$ cat config.mk
export PLATFORM = sky130hd
export DESIGN_NAME = player_input_arbiter_flat
export DESIGN_NICKNAME = d
export VERILOG_FILES = /design/src/rtl/player_input_arbiter_if.sv /design/src/rtl/player_input_arbiter.sv /design/src/flat_wrapper.sv
export SDC_FILE = /design/constraint.sdc
export NUM_CORES = 1
export LEC_CHECK = 0
export ABC_AREA = 1
export BUFFER_PORTS_ARGS = -buffer_cell sky130_fd_sc_hd__buf_4
export CORE_MARGIN = 3
export CORE_UTILIZATION = 25
export CTS_CLUSTER_DIAMETER = 120
export DETAILED_ROUTE_END_ITERATION = 6
export SYNTH_ARGS = -nofsm -noshare
export SYNTH_HDL_FRONTEND = slang
export SYNTH_SLANG_ARGS = --single-unit
$ cat constraint.sdc
create_clock -name clk -period 1.7 [get_ports clk]
set_input_delay 0.17 -clock clk [delete_from_list [all_inputs] [get_ports clk]]
set_output_delay 0.17 -clock clk [all_outputs]
set_load 0.01 [all_outputs]
$ cat src/rtl/player_input_arbiter_if.sv
// Player button arbiter bus: enable/clear and raw buttons in,
// latched winner flag, winner index and debounced levels out.
interface player_input_arbiter_if;
  logic       en;
  logic [3:0] btn;
  logic       clear;
  logic       playerInputFlag;
  logic [1:0] winner;
  logic [3:0] btnLevel;

  // Processor/board side drives controls and buttons.
  modport master (
    output en, btn, clear,
    input  playerInputFlag, winner, btnLevel
  );

  // Arbiter side consumes controls and buttons, reports the result.
  modport slave (
    input  en, btn, clear,
    output playerInputFlag, winner, btnLevel
  );
endinterface

$ cat src/rtl/player_input_arbiter.sv
// Player input arbiter: two-flop synchronizer and per-button debounce,
// rising-edge press detection, first-press latch with fixed priority
// (player 1 highest), held until clear, then re-armed once every
// button is released.
module player_input_arbiter #(
  parameter int NUM_PLAYERS     = 4,
  parameter int DEBOUNCE_CYCLES = 50000,
  parameter int CNT_WIDTH       = 16
) (
  input logic                   clk,
  input logic                   rst,
  player_input_arbiter_if.slave bus
);

  typedef enum logic [1:0] {
    ARMED        = 2'd0,
    LOCKED       = 2'd1,
    WAIT_RELEASE = 2'd2
  } state_t;

  localparam logic [CNT_WIDTH-1:0] CNT_LAST = CNT_WIDTH'(DEBOUNCE_CYCLES - 1);

  logic [NUM_PLAYERS-1:0] s1_q, s2_q;
  logic [NUM_PLAYERS-1:0] btn_level_q, btn_level_d;
  logic [NUM_PLAYERS-1:0] btn_level_dly_q;
  logic [NUM_PLAYERS-1:0] press;
  logic [1:0]             win_idx;

  state_t     state_q, state_d;
  logic       flag_q, flag_d;
  logic [1:0] winner_q, winner_d;

  // Synchronize raw buttons and register the debounced level plus its delayed copy.
  always_ff @(posedge clk) begin
    if (rst) begin
      s1_q            <= '0;
      s2_q            <= '0;
      btn_level_q     <= '0;
      btn_level_dly_q <= '0;
    end else begin
      s1_q            <= bus.btn;
      s2_q            <= s1_q;
      btn_level_q     <= btn_level_d;
      btn_level_dly_q <= btn_level_q;
    end
  end

  genvar gi;
  generate
    for (gi = 0; gi < NUM_PLAYERS; gi++) begin : g_debounce
      logic [CNT_WIDTH-1:0] cnt_q, cnt_d;
      logic                 lvl_d;

      // Count consecutive cycles where the synchronized input disagrees with the level.
      always_comb begin
        cnt_d = cnt_q + 1'b1;
        lvl_d = btn_level_q[gi];
        if (s2_q[gi] == btn_level_q[gi]) begin
          cnt_d = '0;
        end else if (cnt_q == CNT_LAST) begin
          lvl_d = s2_q[gi];
          cnt_d = '0;
        end
      end

      // Debounce counter register.
      always_ff @(posedge clk) begin
        if (rst) cnt_q <= '0;
        else     cnt_q <= cnt_d;
      end

      assign btn_level_d[gi] = lvl_d;
    end
  endgenerate

  assign press = btn_level_q & ~btn_level_dly_q;

  // Lowest set press index wins; the loop runs high-to-low so index 0 overrides.
  always_comb begin
    win_idx = '0;
    for (int i = NUM_PLAYERS - 1; i >= 0; i--) begin
      if (press[i]) win_idx = 2'(i);
    end
  end

  // Arbitration state machine: next state and next registered outputs.
  always_comb begin
    state_d  = state_q;
    flag_d   = flag_q;
    winner_d = winner_q;
    case (state_q)
      ARMED: begin
        if (bus.en && (|press)) begin
          flag_d   = 1'b1;
          winner_d = win_idx;
          state_d  = LOCKED;
        end
      end
      LOCKED: begin
        if (bus.clear) begin
          flag_d   = 1'b0;
          winner_d = 2'd0;
          state_d  = WAIT_RELEASE;
        end
      end
      WAIT_RELEASE: begin
        if (btn_level_q == '0) state_d = ARMED;
      end
      default: begin
        flag_d   = 1'b0;
        winner_d = 2'd0;
        state_d  = ARMED;
      end
    endcase
  end

  // State and result registers.
  always_ff @(posedge clk) begin
    if (rst) begin
      state_q  <= ARMED;
      flag_q   <= 1'b0;
      winner_q <= 2'd0;
    end else begin
      state_q  <= state_d;
      flag_q   <= flag_d;
      winner_q <= winner_d;
    end
  end

  assign bus.playerInputFlag = flag_q;
  assign bus.winner          = winner_q;
  assign bus.btnLevel        = btn_level_q;

endmodule

$ cat src/flat_wrapper.sv
// flat-port wrapper written by rule: the top's interface ports become plain ports
module player_input_arbiter_flat 
#(
  parameter int NUM_PLAYERS     = 4,
  parameter int DEBOUNCE_CYCLES = 50000,
  parameter int CNT_WIDTH       = 16
)
  (clk, rst, bus_en, bus_btn, bus_clear, bus_playerInputFlag, bus_winner, bus_btnLevel);
  player_input_arbiter_if bus_i ();
  input logic clk;
  input logic rst;
  input wire logic [$bits(bus_i.en)-1:0] bus_en;
  input wire logic [$bits(bus_i.btn)-1:0] bus_btn;
  input wire logic [$bits(bus_i.clear)-1:0] bus_clear;
  output wire logic [$bits(bus_i.playerInputFlag)-1:0] bus_playerInputFlag;
  output wire logic [$bits(bus_i.winner)-1:0] bus_winner;
  output wire logic [$bits(bus_i.btnLevel)-1:0] bus_btnLevel;
  assign bus_i.en = bus_en;
  assign bus_i.btn = bus_btn;
  assign bus_i.clear = bus_clear;
  assign bus_playerInputFlag = bus_i.playerInputFlag;
  assign bus_winner = bus_i.winner;
  assign bus_btnLevel = bus_i.btnLevel;
  player_input_arbiter #(.NUM_PLAYERS(NUM_PLAYERS), .DEBOUNCE_CYCLES(DEBOUNCE_CYCLES), .CNT_WIDTH(CNT_WIDTH)) u_core (.clk(clk), .rst(rst), .bus(bus_i));
endmodule
# After elaboration in Yosys (flattened, before gate mapping)
# Index checks and enable logic that the tools add are counted.
# W data, S select, Z words.
[totals]
reg_bits = 85
in_bits = 8
word_cells = 66
[op_classes]
n_addsub = 4
eq_ne = 13
muxes = 14
n_bitwise = 7
n_reduce_logical = 14
[ops]
columns = ["op", "count"]
rows = [
  ["$add A16 B1 Y16 const B", 4],
  ["$eq A16 B16 Y1 const B", 4],
  ["$mux W2", 9],
  ["$pmux W2 S3", 2],
  ["$reduce_or A3 Y1", 4],
  ["$reduce_and A2 Y1", 4],
  ["$reduce_and A3 Y1", 2],
  ["$not A1 Y1", 5],
  ["$and A4 B4 Y4", 1],
  ["$eq A1 B1 Y1", 4],
  ["$logic_not A4 Y1", 1],
  ["$ne A2 B1 Y1 const B", 2],
  ["$not A4 Y4", 1],
  ["$reduce_or A4 Y1", 1],
  ["$pmux W1 S3", 1],
  ["$eq A2 B1 Y1 const B", 1],
  ["$eq A2 B2 Y1 const B", 1],
  ["$logic_not A2 Y1", 1],
  ["$mux W1", 2],
  ["$ne A2 B2 Y1 const B", 1],
  ["$logic_and A1 B1 Y1", 1],
]

# Longest topological paths before layout
[depth]
word_depth = 8
depth_mapped = 9
mapped_depth_nobuf = 9

# Least setup slack after synthesis
# No wires, ideal clock.
[synth_timing]
path_type = "reg2reg"
from = "reg u_core.g_debounce[1].cnt_q[0]"
to = "reg u_core.g_debounce[1].cnt_q[10]"
setup_ns = 0.117
arrival_time_ns = 1.304
required_time_ns = 1.583
setup_slack_ns = 0.279
path_stages_with_launch = 10
period_less_slack_ns = 1.421
path_cell_list = "dfxtp_1 > ha_1 > nand2_2 > nor2_4 > inv_2 > nor2_4 > nand3_2 > nand2_4 > buf_6 > a21oi_1"
[synth_between]
elab_chain_len = 2
elab_cells_between_ends = 3
classes_between = "add/sub (1); eq/ne (1); reduce/logical (1)"
[synth_rtl]
columns = ["element", "line_no", "text"]
rows = [
  ["start: declaration", "player_input_arbiter.sv:51", "logic [CNT_WIDTH-1:0] cnt_q, cnt_d;"],
  ["start signal: assignment", "player_input_arbiter.sv:69", "else cnt_q <= cnt_d;"],
  ["parallel branches: the longest is 2 deep, another holds $add A16 B1 Y16", "-", ""],
]
# Parallel ways; which one is timed is not known.
# A chain may end at the register's enable or synchronous reset.

# Final worst setup path
[layout_timing]
from = "reg u_core.g_debounce[1].cnt_q[0]"
to = "reg u_core.btn_level_q[1] (netlist: u_core.bus.btnLevel[1])"
[layout_between]
elab_chain_len = 2
[layout_rtl]
columns = ["element", "line_no", "text"]
rows = [
  ["$eq A16 B16 Y1", "player_input_arbiter.sv:60", "end else if (cnt_q == CNT_LAST) begin"],
  ["$reduce_and A2 Y1 (no line)", "-", ""],
  ["end signal: assignment", "player_input_arbiter.sv:43", "btn_level_q <= btn_level_d;"],
  ["end: declaration", "player_input_arbiter.sv:24", "logic [NUM_PLAYERS-1:0] btn_level_q, btn_level_d;"],
]
# Every way passes these cells.

==> impl_results.md <==
- Status: finished clean
- Commonest non-fill, non-tap cell in the layout: nand2_1
- Most frequent CP cell: nor2_4
- Clock root buffer: clkbuf_16
- R2R depth: 8
- Initial cell density of the core: 25.8%
- Worst slack, placed: 0.124 ns
- Gpl congestion: 0.813
- CTS Buffer Depth: 2
- Fmax: 648 MHz
- Max Clock Skew: 0.00406 ns
- Synth Net Count: 575
- Fin. Hold Viols: 0
- Row count: 45
- Die Ht: 132 um
- Post-synth top area cell: dfxtp_1
- CTS tree: built
- Setup-failing EPs final: 0
- Vias/cell: 4.17
- Final min period: 1.54 ns
- CP cell instances: ha_1 -> nand2_2 -> nor2_4 -> inv_2 -> nor2_4 -> nand3_2 -> o21bai_1 -> nor2_1
- Drt total wl: 7.72 mm
- DRC violations left: 0
- Port Buffer Count: 14
- Pre-antenna DRT Iters: 4
- Crit. End Element: flop
- Worst-skew pair later-pin latency: 0.33 ns
- Die Wd: 132 um
- Iter 0 DRT Violations: 235
- Hold-fix buffer count after cts: 0
- Mapped Area: 3960 um2
- CP max stage delay: 0.39 ns
- Layout cells sized above 1: 10.9%
- Worst hold path class: in2reg
- Syn Area/Cell: 7.04 um2
- Peak VDD IR: 0.401 mV
- Final core utilization: 30.2%
- Diodes inserted: 0
- Antenna Nets Post-Route: 0
- First-pass GRT wire length: 13.7 mm
- GRT Resource Usage Total: 9.32%
- Gate Count Post-Synth: 563
- Startpoint types: flop
- Setup CP Type: reg2reg
- PwrDens: 906 nW/um2
- Vias in the first global route: 3074
- Hold depth: 3
- Antenna violations before repair: 0
- Period utilization: 90.8%
- Vias: 3331
- Seq/Total Area, Yosys: 43.0%
- LEAKAGE: 1.55 nW
- Share of the synthesized area in the top cell type: 43.0%
- Maxcap violations: 0
- Largest net degree at the start of global routing: 17
- Core area: 15400 um2
- Final net count: 595
- I/O pins: 15
- Tot Pwr: 4.20 mW
- P&R area growth vs syn: 17.0%
- Hold WS: 0.0628 ns
- Slowest-stage cell, CP: dfxtp_1
- CTS buffer count: 9
- Fillers: 1629
- Largest cells by area after synthesis: dfxtp_1 43%, nand2_1 9.5%, nor2_1 8.4%
- CP Data Arrival Time: 1.77 ns
- DP HPWL: 5.70 mm
- Grt total ovfl: 0
- Synth warn: 0
- Synth unique cells: 29
- Die area: 17400 um2
- Most frequent cells in the layout: 100 x nand2_1, 89 x nor2_1, 85 x dfxtp_1
- Clk slew on worst S/H paths: 0.06 ns
- Clk sinks: 85
- H-tree depth: 3
- Synthesized flop and latch total: 85
- Max-slew violation count: 0
- CP Data Required Time: 1.93 ns
- Worst slew pin tran: 0.446 ns
- Final setup margin: 0.156 ns
- Crit-path max FO: 5
- Relative max-transition margin: 70.1%
- Average wire per standard cell: 9.66 um
==> flip-flops by register name, summed over array words and instances, names as in the netlist <==
signal,count
u_core.g_debounce.cnt_q,64
u_core.btn_level_dly_q,4
u_core.bus.btnLevel,4
u_core.s1_q,4
u_core.s2_q,4
u_core.bus.winner,2
u_core.state_q,2
u_core.bus.playerInputFlag,1
==> cell usage after synthesis <==
master    number
buf_6          1
a21oi_2        2
nand3b_1       2
nand3_2        2
buf_4          3
o21ai_0       10
nor3_2         4
xnor2_1        3
o21bai_1       2
nor2_1        89
or2_1          1
nand2_4        1
buf_1          1
a21oi_1       38
o21ai_1        4
inv_1         81
nor2_4         2
nand3_1       41
nand2_1      100
nand2_2        5
inv_2         12
xor2_1        15
dfxtp_1       85
ha_1           4
buf_2          1
clkinv_2       1
nand4_1       24
nor3_1        24
nor2_2         5
==> routing by layer <==
| metal | up-vias | GRT usage (%) | wire, um |
|---|---|---|---|
| met3 | 11 | 1.18 | 148 |
| met2 | 41 | 14.1 | 3240 |
| li1 | 1838 | - | - |
| met5 | - | 0 | 0 |
| met4 | 0 | 5.43 | 185 |
| met1 | 1441 | 12.7 | 4150 |
==> where the power goes <==
group	total, mW	internal [mW]	switching [mW]
clock	2.13	1.36	0.768
combinational	0.0602	0.0229	0.0373
sequential	2.01	2.00	0.00631
==> repair_timing <==
item                                    in CTS  in global routing
setup buffers                                0                  0
gates resized for setup                      0                  2
endpoints found under the hold margin        0                  0
endpoints found under the setup margin       0                 22
==> logic make-up (layout without fill, tap and decap cells) <==
kind of cell	after synthesis	count (layout)	synth area share, %
xor+xnor	18	18	3.98
fa+ha+maj	4	4	1.26
simple gates	300	300	34.4
buf+inv	100	125	10.0
compound gates	56	56	7.39
flops	85	85	43.0
==> worst max-delay path: cells and delay by family (launching register included) <==
family | cells | cell delay [ns]
buffers and inverters | 1 | 0.06
AO/OA/AOI/OAI | 1 | 0.19
adder cells (fa/ha/maj) | 1 | 0.24
flip-flops | 1 | 0.39
AND/OR/NAND/NOR | 5 | 0.53
==> path summary, 6_finish.rpt <==
path	start	to	slack [ns]
worst max-delay path	u_core.g_debounce[1].cnt_q[0]$_SDFF_PP0_	u_core.bus.btnLevel[1]$_SDFFE_PP0P_	0.16
worst min-delay path	bus_btn[2]	u_core.s1_q[2]$_SDFF_PP0_	0.06
worst max register to register	u_core.g_debounce[1].cnt_q[0]$_SDFF_PP0_	u_core.bus.btnLevel[1]$_SDFFE_PP0P_	0.16
worst min register to register	u_core.s1_q[2]$_SDFF_PP0_	u_core.s2_q[2]$_SDFF_PP0_	0.40
==> through the flow <==
step	cell area, um2	setup TNS (ns)	instances
after floorplan	3960	0	563
after global placement	4300	0	783
after detailed placement	4300	0	783
after CTS	4620	0	799
after global routing	4640	-0.0512	799
final	4640	0	799
==> cell type report <==
class                      count  area (um2)  area share, %
multi-input combinational    378        1880           40.5
timing repair buffer          15         113           2.43
clock buffer                  12         256           5.53
tap                          211         264           5.69
sequential                    85        1700           36.7
clock inverter                 4        70.1           1.51
inverter                      94         354           7.64
(Power assumes the default switching activity.)
